File: src/rtl/rdl_reg_responder.sv
// Register-file bus responder: accepts one request at a time, decodes it to
// per-register read/write strobes and returns a registered response.
module rdl_reg_responder #(
    parameter int                   DW           = 32,
    parameter int                   AW           = 12,
    parameter int                   NumRegs      = 8,
    parameter logic [NumRegs-1:0]   ReadOnlyMask = '0
) (
    input  logic                    clk,
    input  logic                    rst,
    input  logic                    req_valid,
    output logic                    req_ready,
    input  logic                    req_write,
    input  logic [AW-1:0]           req_addr,
    input  logic [DW-1:0]           req_wdata,
    input  logic [DW/8-1:0]         req_wstrb,
    output logic                    rsp_valid,
    input  logic                    rsp_ready,
    output logic [DW-1:0]           rsp_rdata,
    output logic                    rsp_error,
    output logic [NumRegs-1:0]      reg_we,
    output logic [DW-1:0]           reg_wd,
    output logic [NumRegs-1:0]      reg_re,
    input  logic [NumRegs*DW-1:0]   reg_qs
);

    localparam int BW   = DW / 8;
    localparam int OFFW = (BW > 1) ? $clog2(BW) : 0;

    localparam logic [1:0] IDLE   = 2'd0;
    localparam logic [1:0] ACCESS = 2'd1;
    localparam logic [1:0] RESP   = 2'd2;

    logic [1:0]         state;
    logic               cap_write;
    logic [AW-1:0]      cap_addr;
    logic [DW-1:0]      cap_wdata;
    logic [BW-1:0]      cap_wstrb;

    logic [AW-1:0]      word_index;
    logic [31:0]        index_ext;
    logic               misaligned;
    logic               in_range;
    logic [NumRegs-1:0] hit;
    logic [DW-1:0]      sel_qs;
    logic [DW-1:0]      merged;
    logic               ro_hit;
    logic               access_err;
    logic               in_access;

    assign word_index = cap_addr >> OFFW;
    assign index_ext  = 32'(word_index);
    assign misaligned = (cap_addr & AW'(BW - 1)) != '0;
    assign in_range   = index_ext < 32'(NumRegs);

    // hit is one-hot by construction: at most one index can match.
    // NOTE: every always_comb output gets a default before any branch, so no latch is inferred.
    always_comb begin
        hit    = '0;
        sel_qs = '0;
        for (int i = 0; i < NumRegs; i++) begin
            if (!misaligned && in_range && index_ext == 32'(i)) begin
                hit[i] = 1'b1;
                sel_qs = reg_qs[i*DW +: DW];
            end
        end
    end

    always_comb begin
        merged = '0;
        for (int b = 0; b < BW; b++) begin
            merged[b*8 +: 8] = cap_wstrb[b] ? cap_wdata[b*8 +: 8] : sel_qs[b*8 +: 8];
        end
    end

    assign ro_hit     = |(hit & ReadOnlyMask);
    assign access_err = misaligned || !in_range || (cap_write && ro_hit);
    assign in_access  = (state == ACCESS);

    assign reg_re = (in_access && !cap_write) ? hit : '0;
    assign reg_we = (in_access && cap_write && !ro_hit && |cap_wstrb) ? hit : '0;
    assign reg_wd = (in_access && cap_write && !access_err) ? merged : '0;

    // NOTE: state and registered outputs use non-blocking assignments so every flop samples pre-edge values.
    always_ff @(posedge clk or posedge rst) begin
        if (rst) begin
            state     <= IDLE;
            req_ready <= 1'b0;
            rsp_valid <= 1'b0;
            rsp_rdata <= '0;
            rsp_error <= 1'b0;
            cap_write <= 1'b0;
            cap_addr  <= '0;
            cap_wdata <= '0;
            cap_wstrb <= '0;
        end else begin
            case (state)
                IDLE: begin
                    req_ready <= 1'b1;
                    if (req_valid && req_ready) begin
                        cap_write <= req_write;
                        cap_addr  <= req_addr;
                        cap_wdata <= req_wdata;
                        cap_wstrb <= req_wstrb;
                        req_ready <= 1'b0;
                        state     <= ACCESS;
                    end
                end
                ACCESS: begin
                    rsp_valid <= 1'b1;
                    rsp_error <= access_err;
                    rsp_rdata <= (!cap_write && !access_err) ? sel_qs : '0;
                    state     <= RESP;
                end
                RESP: begin
                    // req_ready comes back from the flop, never from rsp_ready directly.
                    if (rsp_ready) begin
                        rsp_valid <= 1'b0;
                        req_ready <= 1'b1;
                        state     <= IDLE;
                    end
                end
                default: begin
                    state     <= IDLE;
                    req_ready <= 1'b0;
                    rsp_valid <= 1'b0;
                end
            endcase
        end
    end

endmodule

File: config.mk
export PLATFORM = sky130hd
export DESIGN_NAME = rdl_reg_responder
export DESIGN_NICKNAME = d
export VERILOG_FILES = /design/src/rtl/rdl_reg_responder.sv
export SDC_FILE = /design/constraint.sdc
export NUM_CORES = 1
export LEC_CHECK = 0
export BUFFER_PORTS_ARGS = -buffer_cell sky130_fd_sc_hd__buf_2
export CELL_PAD_IN_SITES_DETAIL_PLACEMENT = 0
export CELL_PAD_IN_SITES_GLOBAL_PLACEMENT = 2
export CORE_MARGIN = 2
export CORE_UTILIZATION = 23
export CTS_CLUSTER_DIAMETER = 200
export DETAILED_ROUTE_END_ITERATION = 10
export PLACE_DENSITY = 0.88
export SYNTH_ARGS = -nofsm -noshare
export SYNTH_HDL_FRONTEND = slang
export SYNTH_SLANG_ARGS = --single-unit
File: constraint.sdc
create_clock -name clk -period 4.1 [get_ports clk]
set_input_delay 1.23 -clock clk [delete_from_list [all_inputs] [get_ports clk]]
set_output_delay 1.23 -clock clk [all_outputs]
set_load 0.02 [all_outputs]
## Word level (Yosys, flattened, before mapping)

Index checks and enable logic that the tools add are counted.

- Order comparisons: 1
- Eq/ne operators: 11
- Multiplexer cells: 32
- Bitwise gates (word level): 2
- Reduce and logical (&&, ||, !) cells: 28

Operators by type and width:

| operator | count |
|---|---|
| $mux W32 | 10 |
| $mux W8 | 6 |
| $eq A10 B3 Y1 const B | 4 |
| $logic_not A32 Y1 | 1 |
| $eq A10 B2 Y1 const B | 2 |
| $logic_and A1 B1 Y1 | 15 |
| $reduce_bool A12 Y1 | 1 |
| $mux W1 | 11 |
| $eq A10 B1 Y1 const B | 1 |
| $lt A10 B4 Y1 const B | 1 |
| $reduce_and A2 Y1 | 4 |
| $pmux W1 S3 | 2 |
| $pmux W2 S3 | 1 |
| $logic_not A1 Y1 | 4 |
| $mux W2 | 2 |
| $ne A2 B2 Y1 const B | 2 |
| $reduce_or A4 Y1 | 1 |
| $eq A2 B1 Y1 const B | 1 |
| $eq A2 B2 Y1 const B | 1 |
| $logic_not A2 Y1 | 1 |
| $not A1 Y1 | 2 |
| $logic_or A1 B1 Y1 | 1 |

- Register bits after elaboration: 86
- Output and inout bits: 83

## Logic depth before layout (Yosys ltp)

- Word-level depth: 14
- Gate-level depth with buffers: 10
- Mapped depth without buffers: 6

## Least setup slack after synthesis

OpenSTA, ideal clock, no wires.

- Path type: input-to-output
- Start point: input port reg_qs[40]
- End point: output port reg_wd[8]
- Arrival time: 2.458 ns
- Required time: 2.870 ns
- Setup slack: 0.412 ns
- Stages: 6
- Path buffers: 0
- Cells stage by stage: mux2i_1 nor3_2 o221a_1 a21oi_1 or4b_1 a31oi_1

- Cells in the longest elaborated chain, start to end: 9

Ends and longest elaborated chain:

| item | line | source |
|---|---|---|
| start: declaration | 24 | `input logic [NumRegs*DW-1:0] reg_qs` |
| $mux W32 (7 in a row) | 62 | `if (!misaligned && in_range && index_ext == 32'(i)) begin` |
| $mux W8 | 72 | `merged[b*8 +: 8] = cap_wstrb[b] ? cap_wdata[b*8 +: 8] : sel_qs[b*8 +: 8];` |
| $mux W32 | 82 | `assign reg_wd = (in_access && cap_write && !access_err) ? merged : '0;` |
| end: declaration | 22 | `output logic [DW-1:0] reg_wd,` |

Every way passes these cells.

## Final worst setup path

- Start point: register cap_addr[1]
- End point: output port reg_wd[11]

- Cells in the longest elaborated chain, start to end: 14

Ends and longest elaborated chain:

| item | line | source |
|---|---|---|
| start: declaration | 36 | `logic [AW-1:0] cap_addr;` |
| start signal: assignment | 102 | `cap_addr <= req_addr;` |
| $reduce_bool A12 Y1 (*) | 53 | `assign misaligned = (cap_addr & AW'(BW - 1)) != '0;` |
| $logic_not A1 Y1 | 62 |  |
| $logic_and A1 B1 Y1 (2 in a row) | 62 |  |
| $mux W32 (8 in a row) | 62 |  |
| $mux W8 | 72 |  |
| $mux W32 (*) | 82 |  |

Mark *: on every way between the ends. The rest lies on a longest branch, timed or not.

==> out/qor.yml <==
pwr:
  p_int_uw: 2640
  power.switching_uw: 2010
  ir_worst_vdd_v: 0.000209
  power_frac_clock_pct: 19.6
  comb_power_share_pct: 49.8
  p_per_area_nw_per_um2: 442
  switching_share_pct: 43.3
  power.leakage_uw: 0.00465
  power_uw: 4650
  power.share.sequential_pct: 30.5
hold_path:
  hold_path.class: "flop to flop"
floorplanning:
  dieArea_um2: 30500
  chipHeight_um: 175
  die_w_um: 175
  start_util_pct: 23.3
  pin_count: 392
  rows: 62
  coreArea_um2: 28700
finish:
  design_area_um2: 10500
  multi_input_area_um2: 4660
  nets: 1557
  final_cell_mix: "buf_2 (376), nand2_1 (94), buf_4 (89), dfrtp_1 (83), nor2_1 (59)"
  fill_cells: 3084
  syn2layout_area_growth_pct: 57.3
  layout_commonest_cell: "buf_2"
  drive_above_1_share_pct: 51.3
  register_area_um2: 2160
detailed_routing:
  totalWireLength_mm: 38.9
  viasPerCell: 5.28
  first_iter_violations: 774
  drt-wirelength-per-cell_um: 23.7
  firstDrtPassIters: 7
  num_vias: 8687
  drcViolationCount: 0
  antenna_left: 0
setup_path:
  path_class: "flop to primary output"
  max_stage_delay_ps: 610
  startpoint_type: "flop"
  cp_top_family: "simple AND/OR/NAND/NOR gates"
  cp.buffers_inverters: 3
  required_ps: 2870
  crit_path_max_fanout: 19
  end_kind: "primary output"
  slowest_stage: "or4_4"
  crit_arrival_ps: 2920
  crit_chain: "or4_4, buf_6, or4_4, buf_12, nor2_1, nor2_1, nand3_1, a31oi_1, buf_2"
sta:
  hold_violations: 0
  finalCriticalPeriod_ps: 4150
  rsz0062_at_grt: "yes"
  timing.fmax_mhz: 241
  holdWs_ps: 479
  max_slew_margin_pct: 47.9
  worst_pin_slew_ps: 781
  layout_setup_ws_ps: -49.1
  drv_slew: 0
  setup_viol: 16
  clock_skew_ps: 10.2
  finalCritPeriodShare_pct: 101
global_routing:
  antenna_found_initial: 8
  grt_max_degree: 56
  grt_pass1_wl_mm: 55.3
  grt_usage_pct: 24.5
  grt-ovfl-total: 0
  grt_pass1_vias: 8362
synthesis:
  yosys_warnings: 0
  synth_area_um2: 6690
  synthArstFlopShare_pct: 100
  syn_avg_cell_area_um2: 8.12
  synth_area_leaders: "dfrtp_1 (32%), mux2_2 (7.2%), nand2_1 (5.3%)"
  synth_cell_types: 62
  yosysTopAreaCell: "dfrtp_1"
  synth_edf_count: 0
  yosys_register_bits: 86
  yosysSeqAreaShare_pct: 32.2
  syn_nets: 1133
  synthCells: 824
  ys.flop_type: "dfrtp_1"
  yosysTopAreaCellShare_pct: 32.2
clock_tree:
  numCtsBuffers: 9
  cts_buffer_depth: 2
  clockRootBuffer: "clkbuf_16"
  htreeDepth: 3
  clk_pin_slew_ps: 70
  cts_sinks: 86
  cts_tree: "yes"
  clk_latency_ps: 350
placed_design:
  dp_hpwl_mm: 30.8
  place_area_um2: 9410
  port_buffers: 391
  gp_congestion: 0.933
outcome:
  violations: "setup timing"
  outcome: "finished with violations"
flow_run:
  maxCapViolCount: 0
flip-flops by register name (all words and copies together), names as in the netlist:
name / flops
rsp_error: 1
rsp_rdata: 32
cap_write: 1
cap_wstrb: 4
cap_wdata: 32
req_ready: 1
state: 2
cap_addr: 12
rsp_valid: 1
final cells by class:
type | instances | share of cell area (%)
multi-input combinational | 654 | 44.3
sequential | 86 | 20.5
timing repair buffer | 484 | 26.9
clock buffer | 9 | 2.14
clock inverter | 7 | 0.915
inverter | 13 | 0.475
tap | 384 | 4.56
antenna | 8 | 0.190
power groups by stage:
stage / registers, uW / clock network, uW / logic (uW)
floorplan: 1290 / 0 / 1380
global route: 1460 / 969 / 2490
global placement: 1410 / 0 / 2100
detailed placement: 1420 / 0 / 2130
CTS: 1400 / 940 / 2230
finish: 1420 / 913 / 2320
cells by family after synthesis:
| kind of cell | after synthesis | synth area share, % |
|---|---|---|
| AOI/OAI and AO/OA | 272 | 28.1 |
| buffers and inverters | 85 | 5.33 |
| DFF | 86 | 32.2 |
| and+or+nand+nor | 314 | 23.6 |
| muxes | 67 | 10.8 |
cell usage after synthesis, drive strengths merged (3+ instances only):
cell and n:
inv 9, nand2 95, a22oi 32, o21a 4
a211oi 4, mux2 43, a221o 3, o22ai 25
o221ai 24, nor4b 4, nor2 74, nor2b 5
nor4 7, nor3 39, nand3b 3, a31oi 22
nand4 7, or2 4, o31ai 3, or3 6
clkbuf 54, o2111ai 18, o311ai 3, a21o 15
buf 18, nand3 42, mux2i 24, clkinv 4
a21oi 35, o22a 11, or4 8, nand2b 10
dfrtp 86, o21ai 52, a32oi 5
layer usage:
layer / global-route usage (%) / vias to the layer above / routed length (um)
met5: 0 / - / 9
met4: 6.56 / 2 / 771
met3: 4.83 / 47 / 2500
met2: 37.4 / 380 / 17400
met1: 35.1 / 4244 / 18300
li1: - / 4014 / -
tightest hold or removal path, cell delays in order, from the launching register on:
cell     delay (ps)
dfrtp_1         340
nand2_1          50
o31ai_1          50
metrics by stage:
stage,instances,TNS [ps],utilization [%],setup WS (ps)
floorplan,824,0,-,412
global placement,1591,0,32.8,15.8
detailed placement,1591,0,32.8,78.1
CTS,1622,-1170,35.3,-91.3
global route,1644,-2860,36.7,-154
finish,1645,-353,36.7,-49.1
what timing repair did:
action / 4_1_cts / 5_1_grt
gates cloned: 3 / 1
pin swaps: 9 / 23
hold endpoints to repair: 0 / 0
buffers inserted: 12 / 16
resized for setup: 59 / 64
endpoints found under the setup margin: 32 / 34
hold buffers: 0 / 0
final timing paths:
kind                                             end  slack (ps)  cells after the start                startpoint
setup / recovery                          reg_wd[11]         -50                      9   cap_addr[1]$_DFFE_PP0P_
hold / removal              rsp_rdata[1]$_DFFE_PP0P_         480                      2  rsp_rdata[1]$_DFFE_PP0P_
setup reg to reg            rsp_rdata[5]$_DFFE_PP0P_        1120                      8   cap_addr[1]$_DFFE_PP0P_
hold reg to reg             rsp_rdata[1]$_DFFE_PP0P_         480                      2  rsp_rdata[1]$_DFFE_PP0P_
max in group asynchronous    cap_addr[2]$_DFFE_PP0P_        2410                      3                       rst
min in group asynchronous  cap_wdata[13]$_DFFE_PP0P_         880                      2                       rst
Note: power is estimated with default switching activity, not from simulation.
